--- src/rtl/mmio_regfile.sv ---
// ============================================================================
// Module   : mmio_regfile
// Purpose  : PSL MMIO responder for AFU descriptor space and a parametrised
//            problem-state register file, with parity checking.
// Revision : 1.0 - initial release
// ============================================================================
`default_nettype none

module mmio_regfile #(
    parameter int          NUM_REGS = 8,
    parameter int          LATENCY  = 2,
    parameter logic [0:63] DESC_00  = 64'h0000000100010010,
    parameter logic [0:63] DESC_08  = 64'h0000000000000001,
    parameter logic [0:63] DESC_0A  = 64'h0000000000000100,
    parameter logic [0:63] DESC_0E  = 64'h0100000000000000
) (
    input  logic                     ha_pclock,
    input  logic                     reset,
    input  logic                     ha_mmval,
    input  logic                     ha_mmcfg,
    input  logic                     ha_mmrnw,
    input  logic                     ha_mmdw,
    input  logic [0:23]              ha_mmad,
    input  logic                     ha_mmadpar,
    input  logic [0:63]              ha_mmdata,
    input  logic                     ha_mmdatapar,
    output logic                     ah_mmack,
    output logic [0:63]              ah_mmdata,
    output logic                     ah_mmdatapar,
    output logic [0:64*NUM_REGS-1]   reg_out,
    output logic [0:NUM_REGS-1]      reg_wr_stb,
    output logic                     parity_err
);

    // ------------------------------------------------------------------
    // Request capture (stage 0): everything the later stages need
    // ------------------------------------------------------------------
    logic        req_val_q,  req_val_d;
    logic        req_cfg_q,  req_cfg_d;
    logic        req_rnw_q,  req_rnw_d;
    logic        req_dw_q,   req_dw_d;
    logic        req_perr_q, req_perr_d;
    logic [0:23] req_ad_q,   req_ad_d;
    logic [0:63] req_data_q, req_data_d;
    logic        parity_err_q, parity_err_d;

    logic        w_addr_bad;
    logic        w_data_bad;

    always_comb begin
        w_addr_bad   = ~(^{ha_mmad, ha_mmadpar});
        w_data_bad   = ~ha_mmrnw & ~(^{ha_mmdata, ha_mmdatapar});
        req_val_d    = ha_mmval;
        req_cfg_d    = ha_mmcfg;
        req_rnw_d    = ha_mmrnw;
        req_dw_d     = ha_mmdw;
        req_ad_d     = ha_mmad;
        req_data_d   = ha_mmdata;
        req_perr_d   = w_addr_bad | w_data_bad;
        parity_err_d = parity_err_q | (ha_mmval & (w_addr_bad | w_data_bad));
    end

    // ------------------------------------------------------------------
    // Register file write and read-data formation (stage 1)
    // ------------------------------------------------------------------
    logic [0:63]         regs_q   [NUM_REGS];
    logic [0:63]         regs_d   [NUM_REGS];
    logic [0:NUM_REGS-1] wr_stb_q, wr_stb_d;

    logic [0:22] w_idx;
    logic [0:23] w_desc_off;
    logic        w_sel_lo;
    logic        w_wr_en;
    logic [0:63] w_reg_rd;
    logic [0:63] w_desc_rd;
    logic [0:63] w_full_rd;
    logic [0:31] w_word_rd;
    logic [0:63] w_rd_data;

    always_comb begin
        w_idx      = req_ad_q[0:22];
        w_desc_off = {req_ad_q[0:22], 1'b0};
        w_sel_lo   = req_ad_q[23];
        w_wr_en    = req_val_q & ~req_rnw_q & ~req_cfg_q & ~req_perr_q;

        // Indices past the end of the file simply match no register.
        w_reg_rd = '0;
        for (int i = 0; i < NUM_REGS; i++) begin
            regs_d[i]   = regs_q[i];
            wr_stb_d[i] = 1'b0;
            if (w_idx == 23'(i)) begin
                w_reg_rd = regs_q[i];
                if (w_wr_en) begin
                    wr_stb_d[i] = 1'b1;
                    if (req_dw_q) begin
                        regs_d[i] = req_data_q;
                    end else if (w_sel_lo) begin
                        regs_d[i][32:63] = req_data_q[32:63];
                    end else begin
                        regs_d[i][0:31] = req_data_q[32:63];
                    end
                end
            end
        end

        case (w_desc_off)
            24'h000000: w_desc_rd = DESC_00;
            24'h000008: w_desc_rd = DESC_08;
            24'h00000A: w_desc_rd = DESC_0A;
            24'h00000E: w_desc_rd = DESC_0E;
            default:    w_desc_rd = '0;
        endcase

        w_full_rd = req_cfg_q ? w_desc_rd : w_reg_rd;
        w_word_rd = w_sel_lo ? w_full_rd[32:63] : w_full_rd[0:31];

        if (!req_val_q || !req_rnw_q) begin
            w_rd_data = '0;
        end else if (req_perr_q) begin
            w_rd_data = '1;
        end else if (req_dw_q) begin
            w_rd_data = w_full_rd;
        end else begin
            w_rd_data = {w_word_rd, w_word_rd};
        end
    end

    // ------------------------------------------------------------------
    // Response delay line; the last entry drives the PSL outputs
    // ------------------------------------------------------------------
    logic        pipe_val_q  [LATENCY];
    logic        pipe_val_d  [LATENCY];
    logic [0:63] pipe_data_q [LATENCY];
    logic [0:63] pipe_data_d [LATENCY];

    always_comb begin
        pipe_val_d[0]  = req_val_q;
        pipe_data_d[0] = w_rd_data;
        for (int k = 1; k < LATENCY; k++) begin
            pipe_val_d[k]  = pipe_val_q[k-1];
            pipe_data_d[k] = pipe_data_q[k-1];
        end
    end

    always_ff @(posedge ha_pclock or posedge reset) begin
        if (reset) begin
            req_val_q    <= 1'b0;
            req_cfg_q    <= 1'b0;
            req_rnw_q    <= 1'b0;
            req_dw_q     <= 1'b0;
            req_perr_q   <= 1'b0;
            req_ad_q     <= '0;
            req_data_q   <= '0;
            parity_err_q <= 1'b0;
            wr_stb_q     <= '0;
            for (int i = 0; i < NUM_REGS; i++) begin
                regs_q[i] <= '0;
            end
            for (int k = 0; k < LATENCY; k++) begin
                pipe_val_q[k]  <= 1'b0;
                pipe_data_q[k] <= '0;
            end
        end else begin
            req_val_q    <= req_val_d;
            req_cfg_q    <= req_cfg_d;
            req_rnw_q    <= req_rnw_d;
            req_dw_q     <= req_dw_d;
            req_perr_q   <= req_perr_d;
            req_ad_q     <= req_ad_d;
            req_data_q   <= req_data_d;
            parity_err_q <= parity_err_d;
            wr_stb_q     <= wr_stb_d;
            for (int i = 0; i < NUM_REGS; i++) begin
                regs_q[i] <= regs_d[i];
            end
            for (int k = 0; k < LATENCY; k++) begin
                pipe_val_q[k]  <= pipe_val_d[k];
                pipe_data_q[k] <= pipe_data_d[k];
            end
        end
    end

    // Parity is formed from the live output so it can never lag the data.
    assign ah_mmack     = pipe_val_q[LATENCY-1];
    assign ah_mmdata    = pipe_data_q[LATENCY-1];
    assign ah_mmdatapar = ~(^ah_mmdata);
    assign reg_wr_stb   = wr_stb_q;
    assign parity_err   = parity_err_q;

    generate
        for (genvar gi = 0; gi < NUM_REGS; gi++) begin : g_reg_out
            assign reg_out[64*gi +: 64] = regs_q[gi];
        end
    endgenerate

endmodule

`default_nettype wire

--- config.mk ---
export PLATFORM = sky130hd
export DESIGN_NAME = mmio_regfile
export DESIGN_NICKNAME = d
export VERILOG_FILES = /design/src/rtl/mmio_regfile.sv
export SDC_FILE = /design/constraint.sdc
export NUM_CORES = 2
export LEC_CHECK = 0
export BUFFER_PORTS_ARGS = -buffer_cell sky130_fd_sc_hd__buf_2
export CORE_AREA = 4 4 260 262
export CTS_BUF_LIST = sky130_fd_sc_hd__clkbuf_8 sky130_fd_sc_hd__clkbuf_16
export DETAILED_ROUTE_END_ITERATION = 8
export DIE_AREA = 0 0 264 266
export PLACE_DENSITY = 0.78
export SETUP_SLACK_MARGIN = 0.15
export SLEW_MARGIN = 20
export SYNTH_ARGS = -nofsm -noshare
export SYNTH_HDL_FRONTEND = slang
export SYNTH_SLANG_ARGS = --single-unit
--- constraint.sdc ---
create_clock -name ha_pclock -period 32 [get_ports ha_pclock]
set_clock_uncertainty 0.2 [all_clocks]
set_input_delay 6.4 -clock ha_pclock [delete_from_list [all_inputs] [get_ports ha_pclock]]
set_output_delay 6.4 -clock ha_pclock [all_outputs]
set_load 0.005 [all_outputs]
==> results.yml <==
status:
  status: "complete, no violations"
placed_design:
  placed_cells: 4069
  port_buffers: 682
  gp_congestion: 0.935
  hpwl_um: 93500
timing:
  layout_min_cycle_time_ps: 9970
  slew_violations: 0
  finalCritPeriodShare_pct: 31.1
  final_hold_viol_count: 0
  slew_headroom_pct: 17.4
  whs_ps: 139
  fin_tns_setup_ps: 0
  setup_viol: 0
  rsz0062_at_grt: "no"
  worst_pin_slew_ps: 1200
  fmax_ghz: 0.100
global_route:
  grt_max_degree: 183
  grt_pass1_vias: 25500
  met1_usage_pct: 45.5
  grt_use_met2_pct: 56.2
  grt_pass1_wl_um: 184000
  use_met3_pct: 10.8
  grt_antenna_before_repair: 6
  grt-ovfl-total: 0
  busiest_layer: "met2"
  grt_usage_pct: 36.1
synth:
  synth_top_family_by_area: "multiplexers"
  ys_seq_elements: 744
  synth_flop_cell: "dfrtp_1"
  synth_compound_area_share_pct: 10.8
  ys_seq_area_share_pct: 58.8
  synthXorXnorAreaFrac_pct: 4.19
  synth_cell_types: 64
  synthAdderAreaFrac_pct: 0
  synth_area_leader_cell: "dfrtp_1"
  muxShareOfSynthArea_pct: 16.2
  ys_async_sr_fraction_pct: 100
  synth_edf_count: 0
  synth.top_cell.area_share_pct: 58.8
  synth_area_mm2: 0.0317
  synth_common_cells: "dfrtp_1 (744), nand2_1 (337), o21ai_0 (234)"
  synth_most_common_cell: "dfrtp_1"
  synth.avg_cell_area_um2: 12.0
  synth-simple-area-share_pct: 7.32
  synthCells: 2640
  yosys-top-cells-area: "dfrtp_1 (59%), mux2_2 (7.6%), nand2_1 (4.0%)"
  synth_warnings: 0
  synth_nets: 2736
clocking:
  htreeDepth: 3
  clk_latency_ps: 640
  holdBufCountCts: 0
  cts_buffers: 79
  cts-resized-gates: 0
  cts_setup_buffers: 0
  clockBufferDepth: 3
  cts_tree: "done"
  path_clk_slew_ps: 60
  root_buffer: "clkbuf_16"
  clock-sinks: 744
routing:
  postRouteAntennaNets: 0
  post_drt_wl_per_cell_um: 30.9
  vias: 25700
  post-route-drc-count: 0
  drt_wl_total_um: 130000
  via_per_inst: 6.10
  dr.pass1.iters: 6
  drt-initial-drc-count: 2667
critical_path:
  endpoint_kind: "asynchronous set/reset pin"
  worstPathMaxFanout: 121
  crit_top_cell: "buf_4"
  critPathArrivalTime_ps: 10340
  cp_slowest_cell: "buf_4"
  cp-start-kind: "primary input"
  crit_family: "buffers and inverters"
  crit_path_max_incr_delay_ps: 870
  crit_buf_inv: 6
  crit_required_ps: 32370
  crit_type: "primary input to asynchronous set/reset pin"
  worstPathCellList: "buf_2, inv_8, buf_4, buf_4, buf_4, buf_4"
floorplan:
  die_area_mm2: 0.0702
  die_w_um: 264
  fp.dieH_um: 266
  initial_core_util_pct: 48.4
  fp.coreArea_mm2: 0.0654
  fp-row-count: 94
  ios: 683
layout:
  drive_above_1_share_pct: 35.6
  final_cell_count_no_fill: 4216
  area_growth_pct: 21.8
  finish.net_count: 3382
power:
  totalPowerFinal_w: 0.00220
  powerDensity_mw_per_mm2: 57.0
  p_leak_nw: 19.7
  ir_worst_vdd_mv: 0.0469
flow_run:
  maxCapViolations: 0
hold_path:
  min_path_type: "flip-flop to flip-flop"
-- registers in the layout (all words and copies together) (netlist names), 8 cells and up --
name and cells:
reg_out 512, ah_mmdata 64, pipe_data_d 64, req_data_q 64, req_ad_q 24, reg_wr_stb 8
-- worst paths after layout --
kind                                from      endpoint  slack [ps]  cells after the start
max                                reset      req_dw_q       22030                      6
min                        pipe_val_d[0]      ah_mmack         140                      0
max reg2reg                 req_ad_q[21]  reg_out[479]       27020                      9
min reg2reg                pipe_val_d[0]      ah_mmack         140                      0
max in group ha_pclock      ah_mmdata[2]  ah_mmdatapar       23030                      7
min in group asynchronous          reset  reg_out[403]        5720                      2
-- power by group --
| part | leakage [nW] | switching, W | internal (W) |
|---|---|---|---|
| registers | 10.1 | 0.0000315 | 0.000972 |
| clock network | 1.33 | 0.000391 | 0.000518 |
| logic | 8.26 | 0.000173 | 0.000113 |
-- per-layer routing --
| layer | up-vias | wire length, um | share of wire, % |
|---|---|---|---|
| met5 | - | 101 | 0.078 |
| met4 | 4 | 9230 | 7.1 |
| met3 | 436 | 14800 | 11 |
| met2 | 1775 | 58900 | 45 |
| met1 | 12800 | 47000 | 36 |
| li1 | 10700 | - | - |
-- cell families (layout without fill, tap and decap cells) --
family / after synthesis / in the layout
AOI/OAI and AO/OA: 604 / 604
and+or+nand+nor: 538 / 538
muxes: 417 / 417
other: 0 / 4
xor gates and xnor gates: 150 / 150
DFF: 744 / 744
buffers and inverters: 187 / 895
-- worst reg2reg max path, stage by stage, from the launching register on --
cell and delay, ps:
dfrtp_4 630, inv_2 70, buf_4 350, nor2_4 1010, nand4_1 780, buf_4 450
or3_2 650, buf_4 410, nand2_1 180, o21ai_0 80
-- final cells by class --
type | count | area [um2]
diodes | 4 | 10.0
clock buffers | 95 | 2210
clock inverters | 48 | 388
fillers | 5332 | 26800
inverters | 9 | 41.3
multi-input cells | 1709 | 12300
flip-flops and latches | 744 | 18600
well taps | 864 | 1080
repair buffers | 743 | 3880
-- per-stage QoR --
step                setup slack, ps  utilization [%]  cell area [um2]
detailed placement            21280             55.0            36000
global placement              21290             55.0            35900
global route                  21420             59.0            38600
finish                        22030             59.0            38600
floorplan                      4520                -            31700
CTS                           21950             58.9            38500
-- cell usage in the layout, fill, tap and decap left out, types with 18 or more instances in the layout --
| cell | count |
|---|---|
| xor2_1 | 21 |
| mux2i_1 | 69 |
| dfrtp_1 | 740 |
| buf_4 | 60 |
| nand2_1 | 327 |
| clkbuf_16 | 80 |
| xnor2_1 | 128 |
| mux2_2 | 213 |
| o21ai_1 | 94 |
| mux4_2 | 48 |
| a21oi_1 | 123 |
| o22ai_1 | 50 |
| clkinv_2 | 18 |
| o21ai_0 | 234 |
| buf_2 | 682 |
| nor2_1 | 111 |
| mux2_1 | 82 |
(Power assumes the default switching activity.)
